--- src/rtl/div_seq_pkg.sv ---
// div_seq shared definitions: FSM state codes, handshake levels,
// iteration count and reset polarity for the EX-stage divider.
package div_seq_pkg;

  typedef enum logic [1:0] {
    DivFree   = 2'b00,
    DivByZero = 2'b01,
    DivOn     = 2'b10,
    DivEnd    = 2'b11
  } div_state_e;

  localparam logic DivResultReady    = 1'b1;
  localparam logic DivResultNotReady = 1'b0;

  localparam logic DivStart = 1'b1;
  localparam logic DivStop  = 1'b0;

  localparam logic [5:0] DivIterations = 6'd32;

  localparam logic RstActive = 1'b0;

endpackage

--- src/rtl/div_seq.sv ---
// Sequential 32-bit restoring divider (DIV/DIVU) for the EX stage.
// Produces {remainder, quotient} with a ready flag and a stall request.
module div_seq
  import div_seq_pkg::*;
(
  input  logic        clk,
  input  logic        rst,
  input  logic        signed_div,
  input  logic [31:0] opdata1,
  input  logic [31:0] opdata2,
  input  logic        start,
  input  logic        annul,
  output logic [63:0] result,
  output logic        ready,
  output logic        stallreq
);

  div_state_e  state_q;
  logic [64:0] work_q;
  logic [31:0] dvs_q;
  logic [5:0]  cnt_q;
  logic        neg1_q;
  logic        neg2_q;
  logic        sgn_q;
  logic [63:0] result_q;
  logic        ready_q;

  logic        go;
  logic [31:0] op1_abs;
  logic [31:0] op2_abs;
  logic [32:0] diff_d;
  logic [64:0] work_d;
  logic [31:0] quo_d;
  logic [31:0] rem_d;

  assign go = (start == DivStart) && !annul;

  assign op1_abs = (signed_div && opdata1[31]) ? -opdata1 : opdata1;
  assign op2_abs = (signed_div && opdata2[31]) ? -opdata2 : opdata2;

  // work_q: [64:33] partial remainder, [32:1] dividend, [0] quotient
  // bits shifted in from the bottom as the dividend shifts out the top.
  assign diff_d = work_q[64:32] - {1'b0, dvs_q};
  assign work_d = diff_d[32]
                ? {work_q[63:0], 1'b0}
                : {diff_d[31:0], work_q[31:0], 1'b1};

  assign quo_d = (sgn_q && (neg1_q ^ neg2_q))
               ? -work_q[31:0] : work_q[31:0];
  assign rem_d = (sgn_q && neg1_q)
               ? -work_q[64:33] : work_q[64:33];

  always_ff @(posedge clk) begin
    if (rst == RstActive) begin
      state_q  <= DivFree;
      work_q   <= '0;
      dvs_q    <= '0;
      cnt_q    <= '0;
      neg1_q   <= 1'b0;
      neg2_q   <= 1'b0;
      sgn_q    <= 1'b0;
      result_q <= '0;
      ready_q  <= DivResultNotReady;
    end else begin
      unique case (state_q)
        DivFree: begin
          ready_q  <= DivResultNotReady;
          result_q <= '0;
          if (go) begin
            cnt_q <= '0;
            if (opdata2 == 32'd0) begin
              state_q <= DivByZero;
            end else begin
              state_q <= DivOn;
              work_q  <= {32'd0, op1_abs, 1'b0};
              dvs_q   <= op2_abs;
              neg1_q  <= opdata1[31];
              neg2_q  <= opdata2[31];
              sgn_q   <= signed_div;
            end
          end
        end
        DivByZero: begin
          // two cycles here so ready lands after the second edge
          if (annul) begin
            state_q <= DivFree;
          end else if (cnt_q == 6'd0) begin
            cnt_q <= 6'd1;
          end else begin
            state_q  <= DivEnd;
            result_q <= '0;
            ready_q  <= DivResultReady;
          end
        end
        DivOn: begin
          if (annul) begin
            state_q <= DivFree;
          end else if (cnt_q == DivIterations) begin
            state_q  <= DivEnd;
            result_q <= {rem_d, quo_d};
            ready_q  <= DivResultReady;
          end else begin
            work_q <= work_d;
            cnt_q  <= cnt_q + 6'd1;
          end
        end
        DivEnd: begin
          if (start == DivStop || annul) begin
            state_q  <= DivFree;
            ready_q  <= DivResultNotReady;
            result_q <= '0;
          end
        end
        default: begin
          state_q <= DivFree;
        end
      endcase
    end
  end

  assign result   = result_q;
  assign ready    = ready_q;
  assign stallreq = start & ~annul & ~ready_q;

endmodule

--- config.mk ---
export PLATFORM = sky130hd
export DESIGN_NAME = div_seq
export DESIGN_NICKNAME = d
export VERILOG_FILES = /design/src/rtl/div_seq_pkg.sv /design/src/rtl/div_seq.sv
export SDC_FILE = /design/constraint.sdc
export NUM_CORES = 1
export LEC_CHECK = 0
export BUFFER_PORTS_ARGS = -buffer_cell sky130_fd_sc_hd__buf_4
export CORE_AREA = 2 2 153 125
export DETAILED_ROUTE_END_ITERATION = 10
export DIE_AREA = 0 0 155 127
export PLACE_DENSITY = 0.94
export RECOVER_POWER = 100
export SYNTH_ARGS = -nofsm -noshare
export SYNTH_HDL_FRONTEND = slang
export SYNTH_SLANG_ARGS = --single-unit
--- constraint.sdc ---
create_clock -name clk -period 6.88 [get_ports clk]
set_clock_uncertainty 0.2 [all_clocks]
set_input_delay 0.688 -clock clk [delete_from_list [all_inputs] [get_ports clk]]
set_output_delay 0.688 -clock clk [all_outputs]
set_load 0.02 [all_outputs]
After elaboration in Yosys (flattened, before gate mapping). Cells that the tools add are included.

Bits in registers: 173. Input bits: 69. Output and inout bits: 66. Logic and storage cells: 90.

Add/subtract/negate cells: 6. Equal/unequal tests: 15. Multiplexer cells: 36. Bitwise gates (word level): 7. Reduce and logical (&&, ||, !) cells: 17.

Operator list (number): 65-bit 2-to-1 mux (5); 64-bit 2-to-1 mux (5); 64-bit case mux with 4 select lines (1); 65-bit case mux with 2 select lines (1); 32-bit 2-to-1 mux (4); 32-bit negator (4); 33-bit by 32-bit subtractor with 33-bit output (1); 32-bit zero test (1); 6-bit 2-to-1 mux (5); 2-bit != test, second input constant (9); 6-bit case mux with 3 select lines (1); 2-bit 2-to-1 mux (7); 5-bit AND reduction (2); 2-bit case mux with 4 select lines (1); 6-bit by 1-bit adder with 6-bit output, second input constant (1); 6-bit equality test, second input constant (1); 6-bit zero test (1); 3-bit != test, second input constant (2); 6-bit AND reduction (1); 1-bit logical AND (5); 1-bit 2-to-1 mux (5); 2-bit equality test, second input constant (2); 1-bit inverter (4); 1-bit case mux with 4 select lines (1); other kinds (10) (11).

Longest topological paths before layout.
Depth in word-level cells: 6. Gate-level depth with buffers: 13. Mapped depth without buffers: 12.

Worst setup path after synthesis. Ideal clock, no wire load.

Path kind: input -> register. From: input port opdata2[6]. To: register work_q[35]. Library setup time: 95 ps. Arrival time: 3147 ps. Data required time: 6585 ps. Slack: 3437 ps. Cell stages on the path: 12. Path buffers: 3. Cells stage by stage: or4_1 nor3_1 nand4_1 or4_1 a21boi_1 or3_1 clkbuf_1 and2_1 buf_2 buf_2 nand2_1 o311ai_1.

Word-level cells in the longest chain between the ends: 3.

RTL lines: start: declaration (line div_seq.sv:10) `input logic [31:0] opdata2,`; 32-bit zero test (line div_seq.sv:71) `if (opdata2 == 32'd0) begin`; 2-bit != test (no line); 5-bit AND reduction (no line); end signal: assignment (line div_seq.sv:75) `work_q <= {32'd0, op1_abs, 1'b0};`; end signal: assignment (line div_seq.sv:103) `work_q <= work_d;`; end: declaration (line div_seq.sv:19) `logic [64:0] work_q;`.

No other way between the ends. A chain may end at the register's enable or synchronous reset.

Worst setup path in the final report.
From: input port opdata2[6]. To: register work_q[53].

Same word-level chain as after synthesis.

==> impl_metrics.ini <==
[outcome]
status = finished with violations
failed_checks = capacitance limit, slew limit

[cells_and_area]
fin_cells = 1778
final_common_cell = nand2_1
syn2layout_area_growth_pct = 12.3
mostFrequentLayoutCells = nand2_1, dfxtp_1, o21ai_0, xnor2_1, clkbuf_1
nets = 1648
fill_cells = 1376
diodes = 0
drive_gt1_frac = 0.0769
final_util = 0.712

[synth]
yosys_warnings = 0
ys_seq_area_frac = 0.304
synth_edf_count = 0
synth_compound_area_frac = 0.244
syn_avg_cell_area_sq_um = 7.81
ys_ff_latch = 173
synthXorXnorAreaFrac = 0.114
synth_nets = 1574
synth-main-ff-cell = dfxtp_1
synth_fa_ha_area_frac = 0.0489
synthDistinctLibCells = 62
syn_area_sq_mm = 0.0114
synth.area.mux_share = 0.0272
synthArstFlopShare = 0
synth_top_family_by_area = compound AO/OA/AOI/OAI gates
synthSimpleGateAreaFrac = 0.215
synthCells = 1461

[routing]
first_pass_iters = 5
dr_total_vias = 11000
drc = 0
totalWireLength_microns = 30900
wl_per_cell_microns = 17.4
ant_nets = 0
vias_per_cell = 6.19
drt_iter0_markers = 1214

[die]
chipHeight_microns = 127
die-area_sq_mm = 0.0197
start_util = 0.634
coreArea_sq_mm = 0.0180
num_rows = 44
num_io_pins = 135
die_w_microns = 155

[worst_hold_path]
hold_class = flop to flop

[worst_setup_path]
end_kind = flop
arrival_ps = 5610
cp_max_fo = 32
required_ps = 7010
worstSetupPathType = primary input to flop
startpoint_type = primary input

[grt]
grt_pass1_vias = 9778
grt_usage = 0.307
grt_max_degree = 91
antenna_found_initial = 0
grt-ovfl-total = 0
grt_pass1_wl_microns = 49600

[timing]
rsz0062_at_grt = no
worst_pin_slew_ps = 2860
setup_viol = 0
setup_ws_ps = 1410
hold_viol = 0
relSlewSlack = -0.907
period_needed_ps = 5470
hold_ws_ps = 273
tns_ps = 0
drv_slew = 170
finalCritPeriodShare = 0.795
fmax_mhz = 183

[placement]
gp_congestion = 0.979
hpwl_microns = 22400
dp_cells = 1746
place_ws_ps = 2080
portBuffers = 134

[clock_tree]
cts_max_path_buffers = 2
postCtsHoldBufs = 0
path_clk_slew_ps = 70
cts_buffers = 17
ctsResizeCount = 0
insertion_delay_ps = 450
cts.sinks = 173
postCtsSetupRepairBufs = 0
cts_max_level = 4
cts_root_buf = clkbuf_16
cts_tree = done

[power]
switchingPower_mw = 1.62
clockPowerShare = 0.268
power_frac_seq = 0.320
power_frac_comb = 0.412
ir_drop_mv = 0.233
leakage_nw = 5.19
intPower_mw = 2.28
switching_share = 0.415
powerDensity_mw_per_mm2 = 305

[job]
cap_violations = 3
## cells in the mapped netlist (7+ instances only)
library cell / count / area, sq um
o31ai_1: 25 / 188
o21ai_0: 106 / 531
o21a_1: 7 / 52.6
nor2b_1: 56 / 350
and2_1: 21 / 131
nand2b_1: 11 / 68.8
a21o_1: 17 / 128
a21boi_0: 43 / 323
nand2_1: 221 / 830
a22oi_1: 48 / 360
inv_1: 56 / 210
o211a_1: 31 / 310
xor2_1: 55 / 482
nor2_1: 62 / 233
a21oi_1: 70 / 350
o41ai_1: 11 / 96.3
clkbuf_1: 71 / 267
xnor2_1: 91 / 797
or4_1: 10 / 75.1
mux2i_1: 31 / 310
nor4_1: 21 / 131
and3_1: 13 / 81.3
ha_1: 43 / 538
buf_2: 9 / 45.0
nor3_1: 24 / 120
a31oi_1: 10 / 62.6
dfxtp_1: 173 / 3460
nand4_1: 9 / 56.3
or2_2: 7 / 43.8
nand3_1: 38 / 190
buf_1: 8 / 30.0
## metrics by stage
step	cell area (sq um)	power, mW
floorplan	11400	2.44
global route	12800	4.11
finish	12800	3.91
CTS	13100	3.87
detailed placement	12500	2.83
global placement	12500	2.77
## critical path, stage by stage
cell	delay [ps]
clkbuf_1	150
or4_1	570
nor3_1	320
nand4_1	270
or4_1	550
a21boi_0	540
or3_1	190
clkbuf_1	980
and2_1	990
nand2_1	160
o21ai_0	170
## worst paths after layout
| kind | startpoint | end | slack [ps] | depth (start not counted) |
|---|---|---|---|---|
| max | opdata2[6] | work_q[53]$_SDFFE_PN0P_ | 1410 | 11 |
| max reg2reg | state_q[0]$_SDFFE_PN0P_ | result[27]$_SDFFE_PN0P_ | 2060 | 9 |
| min | result[33]$_SDFFE_PN0P_ | result[33]$_SDFFE_PN0P_ | 270 | 2 |
| min reg2reg | result[33]$_SDFFE_PN0P_ | result[33]$_SDFFE_PN0P_ | 270 | 2 |
## layout make-up
class,count,area [sq um],area share
clock inverter,14,195,0.0152
multi-input combinational,1144,7410,0.579
inverter,56,210,0.0164
tap,230,288,0.0225
timing repair buffer,143,803,0.0627
sequential,173,3460,0.270
clock buffer,18,439,0.0343
## cell families (layout without fill, tap and decap cells)
group,count (synthesis),count (layout)
flip-flops,173,173
AO/OA/AOI/OAI,412,412
adder cells (fa/ha/maj),44,44
AND/OR/NAND/NOR,510,510
buffers and inverters,144,231
XOR/XNOR,147,147
multiplexers,31,31
## power groups by stage
| stage | combinational, mW | sequential [mW] | clock, mW |
|---|---|---|---|
| 2_1_floorplan | 1.22 | 1.22 | 0 |
| 3_3_place_gp | 1.52 | 1.25 | 0 |
| 3_5_place_dp | 1.57 | 1.26 | 0 |
| 4_1_cts | 1.59 | 1.24 | 1.05 |
| 5_1_grt | 1.76 | 1.26 | 1.09 |
| 6_report | 1.61 | 1.25 | 1.05 |
## flip-flops by register name, indices dropped and copies added, names as in the netlist
signal	flops
dvs_q	32
ready	1
cnt_q	6
result	64
work_q	65
state_q	2
neg1_q	1
sgn_q	1
neg2_q	1
## metal layers
layer  GRT usage  wire length, microns  share of wire
met1       0.463                 14100           0.45
met2       0.443                 12700           0.41
met3      0.0682                  3700           0.12
met4      0.0773                   458          0.015
met5           0                     0              0
Note: power is estimated with default switching activity, not from simulation.
